**src/rtl/alu_seq_param.sv**
```systemverilog
// Registered W-bit ALU with valid/ready handshakes on both sides and an iterative signed multiplier.
// Ops 000-110 produce a result on the accept edge; op 111 runs W shift-add steps, then a sign fix.
module alu_seq_param #(
    parameter int unsigned W = 8
) (
    input  logic         clk,
    input  logic         rst,
    input  logic         in_valid,
    output logic         in_ready,
    input  logic [W-1:0] a,
    input  logic [W-1:0] b,
    input  logic [2:0]   sel,
    output logic         out_valid,
    input  logic         out_ready,
    output logic [W-1:0] out,
    output logic         zero
);

    localparam int unsigned PW = 2 * W;
    localparam int unsigned CW = $clog2(W);

    typedef enum logic [1:0] {
        IDLE = 2'd0,
        MUL  = 2'd1,
        SIGN = 2'd2,
        DONE = 2'd3
    } state_t;

    state_t          state;
    logic [W-1:0]    mag_a;
    logic [W-1:0]    mag_b;
    logic            neg;
    logic [PW-1:0]   acc;
    logic [CW-1:0]   cnt;

    logic            accept;
    logic [W:0]      sum_w;
    logic [W:0]      dif_w;
    logic [W-1:0]    a_half;
    logic [W+2:0]    sum_x;
    logic [W+2:0]    m1;
    logic [W+2:0]    m2;
    logic [W-1:0]    res_c;
    logic [PW-1:0]   prod;

    assign in_ready = (state == IDLE) || ((state == DONE) && out_ready);
    assign accept   = in_valid && in_ready;

    // Single-cycle opcodes evaluated straight from the operand inputs.
    always_comb begin
        sum_w  = {a[W-1], a} + {b[W-1], b};
        dif_w  = {a[W-1], a} - {b[W-1], b};
        a_half = {a[W-1], a[W-1:1]};
        sum_x  = {{2{sum_w[W]}}, sum_w};
        m1     = {{3{a_half[W-1]}}, a_half} + ({{3{b[W-1]}}, b} << 2);
        m2     = sum_x + (sum_x << 1);
        res_c  = '0;
        case (sel)
            3'b000:  res_c = sum_w[W:1];
            3'b001:  res_c = dif_w[W:1];
            3'b010:  res_c = a & b;
            3'b011:  res_c = a | b;
            3'b100:  res_c = a ^ b;
            3'b101:  res_c = m1[W+2:3];
            3'b110:  res_c = m2[W+2:3];
            default: res_c = '0;
        endcase
    end

    // Signed product from the magnitude accumulator.
    always_comb begin
        prod = neg ? (PW'(0) - acc) : acc;
    end

    always_ff @(posedge clk) begin
        if (rst) begin
            state     <= IDLE;
            out_valid <= 1'b0;
            out       <= '0;
            zero      <= 1'b0;
            mag_a     <= '0;
            mag_b     <= '0;
            neg       <= 1'b0;
            acc       <= '0;
            cnt       <= '0;
        end else begin
            case (state)
                IDLE, DONE: begin
                    if (accept) begin
                        if (sel == 3'b111) begin
                            mag_a     <= a[W-1] ? W'(~a + W'(1)) : a;
                            mag_b     <= b[W-1] ? W'(~b + W'(1)) : b;
                            neg       <= a[W-1] ^ b[W-1];
                            acc       <= '0;
                            cnt       <= '0;
                            out_valid <= 1'b0;
                            state     <= MUL;
                        end else begin
                            out       <= res_c;
                            zero      <= (res_c == '0);
                            out_valid <= 1'b1;
                            state     <= DONE;
                        end
                    end else if ((state == DONE) && out_ready) begin
                        out_valid <= 1'b0;
                        state     <= IDLE;
                    end
                end
                MUL: begin
                    if (mag_b[cnt]) begin
                        acc <= acc + (PW'(mag_a) << cnt);
                    end
                    cnt <= cnt + CW'(1);
                    if (cnt == CW'(W - 1)) begin
                        state <= SIGN;
                    end
                end
                SIGN: begin
                    out       <= prod[PW-1:W];
                    zero      <= (prod[PW-1:W] == '0);
                    out_valid <= 1'b1;
                    state     <= DONE;
                end
                default: state <= IDLE;
            endcase
        end
    end

endmodule

```
**config.mk**
```make
export PLATFORM = sky130hd
export DESIGN_NAME = alu_seq_param
export DESIGN_NICKNAME = d
export VERILOG_FILES = /design/src/rtl/alu_seq_param.sv
export SDC_FILE = /design/constraint.sdc
export NUM_CORES = 1
export LEC_CHECK = 0
export ABC_AREA = 1
export CAP_MARGIN = 15
export CORE_ASPECT_RATIO = 2
export CORE_MARGIN = 3
export CORE_UTILIZATION = 40
export CTS_BUF_LIST = sky130_fd_sc_hd__clkbuf_8
export CTS_CLUSTER_DIAMETER = 60
export DETAILED_ROUTE_END_ITERATION = 10
export GPL_ROUTABILITY_DRIVEN = 0
export GPL_TIMING_DRIVEN = 0
export PLACE_DENSITY = 0.66
export SETUP_SLACK_MARGIN = 0.02
export SLEW_MARGIN = 5
export SYNTH_ARGS = -nofsm -noshare
export SYNTH_HDL_FRONTEND = slang
export SYNTH_SLANG_ARGS = --single-unit
```
**constraint.sdc**
```tcl
create_clock -name clk -period 3.5 [get_ports clk]
set_clock_uncertainty 0.1 [all_clocks]
set_input_delay 0.35 -clock clk [delete_from_list [all_inputs] [get_ports clk]]
set_output_delay 0.35 -clock clk [all_outputs]
set_load 0.1 [all_outputs]
```
== After elaboration in Yosys (flattened, before gate mapping) ==
Cells that the tools add are included.
Storage, ports and cells
  bits in registers: 48
  input port bits: 23
  output and inout port bits: 11
  word-level logic and storage cells: 87
Cells by class
  add/subtract/negate cells: 9
  $lt $le $gt $ge: 1
  eq/ne operators: 17
  shift-type cells: 1
  multiplexer cells: 28
  bitwise operators: 6
  reduce and logical (&&, ||, !) cells: 16
Operators with widths (number)
  16-bit two-way mux: 4
  8-bit one-hot mux with 7 select lines: 1
  8-bit two-way mux: 4
  16-bit one-hot mux with 2 select lines: 1
  16-bit adder: 1
  8-bit by 1-bit adder with 8-bit output, second input constant: 2
  8-bit logical NOT: 2
  8-bit inverter: 2
  8-bit one-hot mux with 2 select lines: 1
  8-bit by 3-bit left shift with 16-bit output: 1
  1-bit by 16-bit subtractor with 16-bit output, first input constant: 1
  3-bit == test, second input constant: 5
  7-bit by 10-bit adder with 11-bit output: 1
  9-bit by 10-bit adder with 11-bit output: 1
  2-bit inequality test, second input constant: 5
  8-bit by 8-bit adder with 9-bit output: 1
  3-bit AND reduction: 3
  8-bit by 8-bit subtractor with 9-bit output: 1
  8-bit bitwise AND: 1
  2-bit two-way mux: 4
  8-bit OR: 1
  8-bit XOR: 1
  3-bit by 2-bit == test with 1-bit output, second input constant: 2
  1-bit two-way mux: 6
  other kinds (20): 26

== Logic depth before layout (Yosys ltp) ==
  word-level depth: 7
  mapped depth: 24
  mapped depth without buffers: 23

== Worst setup path after synthesis ==
No wires, ideal clock.
  path kind: register to register
  from: reg cnt[0]
  to: reg acc[15]
  setup time: 0.117 ns
  data arrival time: 2.671 ns
  data required time: 3.283 ns
  path slack: 0.612 ns
  stages on the path, launching flop included: 19
  path buffers: 2
  period minus slack after synthesis: 2.888 ns
  cell sequence: dfxtp_1 > buf_2 > clkbuf_1 > mux2i_1 > nor2_1 > a31oi_1 > mux2i_1 > ha_1 > nand2_1 > nor3_1 > nand3_1 > nand3_1 > nand3_1 > nand2_1 > nand2_1 > o21ai_1 > nand3_1 > o211ai_1 > nor2_1
Between the ends
  cells in the longest elaborated chain, start to end: 4
  elaborated cells between the ends (all ways): 8
  classes of those cells: add/sub (1); eq/ne (1); shift (1); mux (4); reduce/logical (1)
Ends and longest elaborated chain
  start, declared: line 34  | logic [CW-1:0] cnt;
  start signal, assigned: line 113  | cnt <= cnt + CW'(1);
  8-bit by 3-bit left shift with 16-bit output / 1-bit binary-select mux with 3-bit select (equally long branches): line 111, 110
  16-bit adder / 1-bit two-way mux (equally long branches): line 111, 110
  16-bit two-way mux / 2-bit inequality test (equally long branches)
  16-bit one-hot mux with 2 select lines / 4-bit AND reduction (equally long branches)
  end signal, assigned: line 111  | acc <= acc + (PW'(mag_a) << cnt);
  end, declared: line 33  | logic [PW-1:0] acc;
Parallel ways exist; a longest one is shown, timed or not. The select of a mux whose other input is x is not followed.
A chain may end at the register's enable or synchronous reset.

== Final worst setup path ==
  from: in a[0]
  to: reg out[6]
Between the ends
  cells in the longest elaborated chain, start to end: 6
  elaborated cells between the ends (all ways): 7
  classes of those cells: add/sub (3); mux (4)
Ends and longest elaborated chain
  start, declared: line 10  | input logic [W-1:0] a,
  8-bit by 8-bit adder with 9-bit output: line 51  | sum_w = {a[W-1], a} + {b[W-1], b};
  9-bit by 10-bit adder with 11-bit output: line 56  | m2 = sum_x + (sum_x << 1);
  8-bit one-hot mux with 7 select lines (*): line 58  | case (sel)
  8-bit two-way mux (*): line 90  | if (sel == 3'b111) begin
  8-bit two-way mux (*): line 89  | if (accept) begin
  8-bit one-hot mux with 2 select lines (*): line 87  | case (state)
  end signal, assigned: line 99  | out <= res_c;
  end signal, assigned: line 119  | out <= prod[PW-1:W];
  end, declared: line 15  | output logic [W-1:0] out,
Mark *: on every way between the ends. The rest lies on a longest branch, timed or not. The select of a mux whose other input is x is not followed.

==> summary.txt <==
Layout
  – Net count reported at finish: 988
  – Commonest cells after routing, fill and taps aside: 206 x sky130_fd_sc_hd__nand2_1, 96 x sky130_fd_sc_hd__a21oi_1, 82 x sky130_fd_sc_hd__inv_1
  – Inserted Diodes: 0
  – Area added between synthesis and finish: 13.3%
  – Total of fill cells in the finished design: 1374
  – Commonest non-fill, non-tap cell in the layout: sky130_fd_sc_hd__nand2_1
  – Fraction of final layout cells sized beyond drive strength 1: 7.21%
  – Layout Utilization: 47.1%
  – Summed area of non-filler cells in the final layout: 6010 um^2

Worst setup path
  – Worst Path Class, Setup: input pin to register
  – Origin of the worst setup path: a[0]
  – Count of cells along the worst register-to-register path: 19
  – Critical path destination: out[6]
  – Crit Reg-Reg Endpoint: acc[15]
  – Signal arrival time at the worst endpoint: 3.38 ns
  – Required @ worst endpoint: 3.57 ns
  – Type of element capturing the critical path: register
  – Startpoint class of the critical path: input pin
  – Biggest fanout along the worst timing path: 4
  – R2r setup slk: 0.32 ns
  – Start of the worst register-to-register path: cnt[0]

Job
  – Total of max-cap violations: 0

Global routing
  – Wire length of the first global-routing pass: 28200 um
  – Remaining global-route overflow: 0
  – Global router's overall resource usage: 24.6%
  – Antenna violations before repair: 0
  – Number of global-route vias before repair: 5733
  – Maximum number of pins on one net before global-route repair: 18

Run status
  – Result of the run: complete, no violations

Floorplanning
  – Die outline width: 87.4 um
  – FP Rows: 58
  – Die Area: 14800 um^2
  – Core region area: 12800 um^2
  – Effective utilization at floorplan: 41.5%
  – Io pins: 34
  – Die Span Y: 169 um

Timing
  – Number of failing hold endpoints at the final stage: 0
  – Number of max-slew violations in the final report: 0
  – Worst setup margin: 0.191 ns
  – Final Cycle Share: 94.5%
  – Final critical-path required period: 3.31 ns
  – Final hold slack: 0.327 ns
  – Setup repair after global routing missed its margin: true
  – Setup-failing EPs final: 0
  – Worst slew margin relative to its limit: 34.4%
  – Worst-Margin Slew: 0.980 ns
  – Maximum frequency from static timing analysis: 0.302 GHz

Place
  – Post-Place Setup Slack: -0.550 ns
  – Estimated wirelength of the detail-placed design: 14600 um
  – Port bufs: 32
  – Area after DPL: 5810 um^2

Synth
  – Post-Synthesis Net Count: 949
  – Portion of synthesized cell area occupied by the leading cell type: 18.1%
  – YS warnings: 0
  – Seq/Total Area, Yosys: 18.1%
  – Most area-hungry cell type in the Yosys netlist: sky130_fd_sc_hd__dfxtp_1
  – Number of distinct library cells after synthesis: 47
  – Cell types with the largest area share after synthesis: sky130_fd_sc_hd__dfxtp_1 18%, sky130_fd_sc_hd__nand2_1 15%, sky130_fd_sc_hd__ha_1 14%, sky130_fd_sc_hd__a21oi_1 9.2%, sky130_fd_sc_hd__nand3_1 6.2%
  – Avg Inst Size Synth: 6.16 um^2
  – Number of standard cells after synthesis: 861
  – Netlist area before placement: 5310 um^2
  – Synth Register Bits: 48

Clocking
  – Total of hold buffers inserted after clock tree synthesis: 0
  – H-tree levels: 2
  – Clock tree from TritonCTS: done
  – Root cell of the clock tree: sky130_fd_sc_hd__clkbuf_8
  – Maximum number of buffers from clock root to sink: 2
  – Clk_lat worst skew: 0.31 ns
  – Reg clk slew, reported paths: 0.10 ns
  – Total clock buffers created by CTS: 5
  – TritonCTS Sinks: 48

Drt
  – Vias per cell: 5.45
  – ANT nets after route: 0
  – Drt initial violations: 327
  – Wirelength, routed: 17600 um
  – DRC violation count after routing: 0
  – Total number of vias: 5729
  – Average wire length per cell after detail routing: 16.7 um
  – Number of optimization iterations in the first detailed-route pass: 5

Pwr
  – Cell Pwr Density: 423 nW/um^2
  – Static leakage: 2.89 nW
  – Overall Power: 2.54 mW
  – Worst ir drop on vdd: 0.390 mV

Worst hold path
  – Type of the most critical hold path: input pin to register
## cell usage after synthesis (all sizes together)
cell type	number
nor3	19
xor2	12
o21bai	2
a21oi	100
nand3b	4
buf	9
ha	61
o31a	1
a211oi	2
nor2	87
or2	5
nand4	13
nor4	1
xnor2	3
fa	4
clkbuf	12
nand2	211
and2	1
a211o	1
a31oi	7
o2111ai	1
o211ai	6
o21ai	68
a22oi	3
a221oi	1
mux2i	5
clkinv	2
o22ai	6
inv	94
o31ai	1
a21o	1
dfxtp	48
a221o	2
o21a	1
nand3	67
## critical path: stages
cell	delay (ns)
sky130_fd_sc_hd__clkdlybuf4s50_1	0.45
sky130_fd_sc_hd__ha_2	0.24
sky130_fd_sc_hd__fa_1	0.41
sky130_fd_sc_hd__nand2_1	0.10
sky130_fd_sc_hd__nand2_1	0.08
sky130_fd_sc_hd__nand3_1	0.16
sky130_fd_sc_hd__nand2_1	0.10
sky130_fd_sc_hd__nand2_1	0.07
sky130_fd_sc_hd__nand2_1	0.13
sky130_fd_sc_hd__ha_1	0.37
sky130_fd_sc_hd__a21oi_2	0.20
sky130_fd_sc_hd__nor3_1	0.08
sky130_fd_sc_hd__a211oi_1	0.18
sky130_fd_sc_hd__nand2_1	0.09
sky130_fd_sc_hd__a21oi_2	0.15
sky130_fd_sc_hd__nand2_1	0.07
sky130_fd_sc_hd__nand2_1	0.09
sky130_fd_sc_hd__a21oi_1	0.06
## final cells by class
type                       count  area (um^2)  area share (%)
multi-input combinational    696         3980            66.1
sequential                    48          961            16.0
inverter                      96          360            5.99
timing repair buffer          34          345            5.74
tap                          150          188            3.12
buffer                        19         88.8            1.48
clock buffer                   6         82.6            1.37
clock inverter                 2         11.3           0.187
## flip-flops by register name, summed over array words and instances (netlist names)
| signal | cells |
|---|---|
| mag_a | 8 |
| state | 2 |
| cnt | 3 |
| neg | 1 |
| out_valid | 1 |
| acc | 16 |
| mag_b | 8 |
| out | 8 |
| zero | 1 |
## cells by family (layout without fill, tap and decap cells)
group / Yosys count / count (layout) / synth area share (%)
AO/OA/AOI/OAI: 203 / 203 / 20.8
XOR/XNOR: 15 / 15 / 2.48
adder cells (fa/ha/maj): 65 / 65 / 15.9
buffers and inverters: 117 / 157 / 8.51
flip-flops: 48 / 48 / 18.1
multiplexers: 5 / 5 / 0.943
AND/OR/NAND/NOR: 408 / 408 / 33.2
## per-stage QoR
step / TNS (ns) / instances
floorplan: 0 / 861
global placement: -2.84 / 1043
detailed placement: -2.85 / 1043
CTS: 0 / 1050
global route: -0.0246 / 1051
finish: 0 / 1051
## how the worst min path moves through the flow
stage	cells after the start	startpoint	endpoint
global placement	2	mag_b[4]	mag_b[4]
floorplan	2	mag_b[4]	mag_b[4]
global route	3	b[1]	mag_b[1]
finish	3	b[1]	mag_b[1]
CTS	2	mag_b[4]	mag_b[4]
detailed placement	2	mag_b[4]	mag_b[4]
## power by group
| part | internal [mW] | switching [mW] | leakage, nW |
|---|---|---|---|
| Clock | 0.158 | 0.201 | 0.0486 |
| Combinational | 0.433 | 1.08 | 2.45 |
| Sequential | 0.619 | 0.0522 | 0.389 |
| Total | 1.21 | 1.33 | 2.89 |
## routing by layer
metal  global-route usage (%)  vias to the layer above  part of all wire [%]
li1                         -                     2971                     -
met1                     22.3                     2556                    34
met2                     47.6                      130                    56
met3                     1.22                       72                   1.9
met4                     19.2                        0                   8.9
met5                        0                        -                     0
## timing repair
item	4_1_cts	5_1_grt
gates resized for setup	15	30
hold endpoints to repair	0	0
setup buffers	0	2
cloned	0	0
setup endpoints to repair	6	10
pin swaps	0	2
No activity file was read; power rests on OpenSTA's default activity.
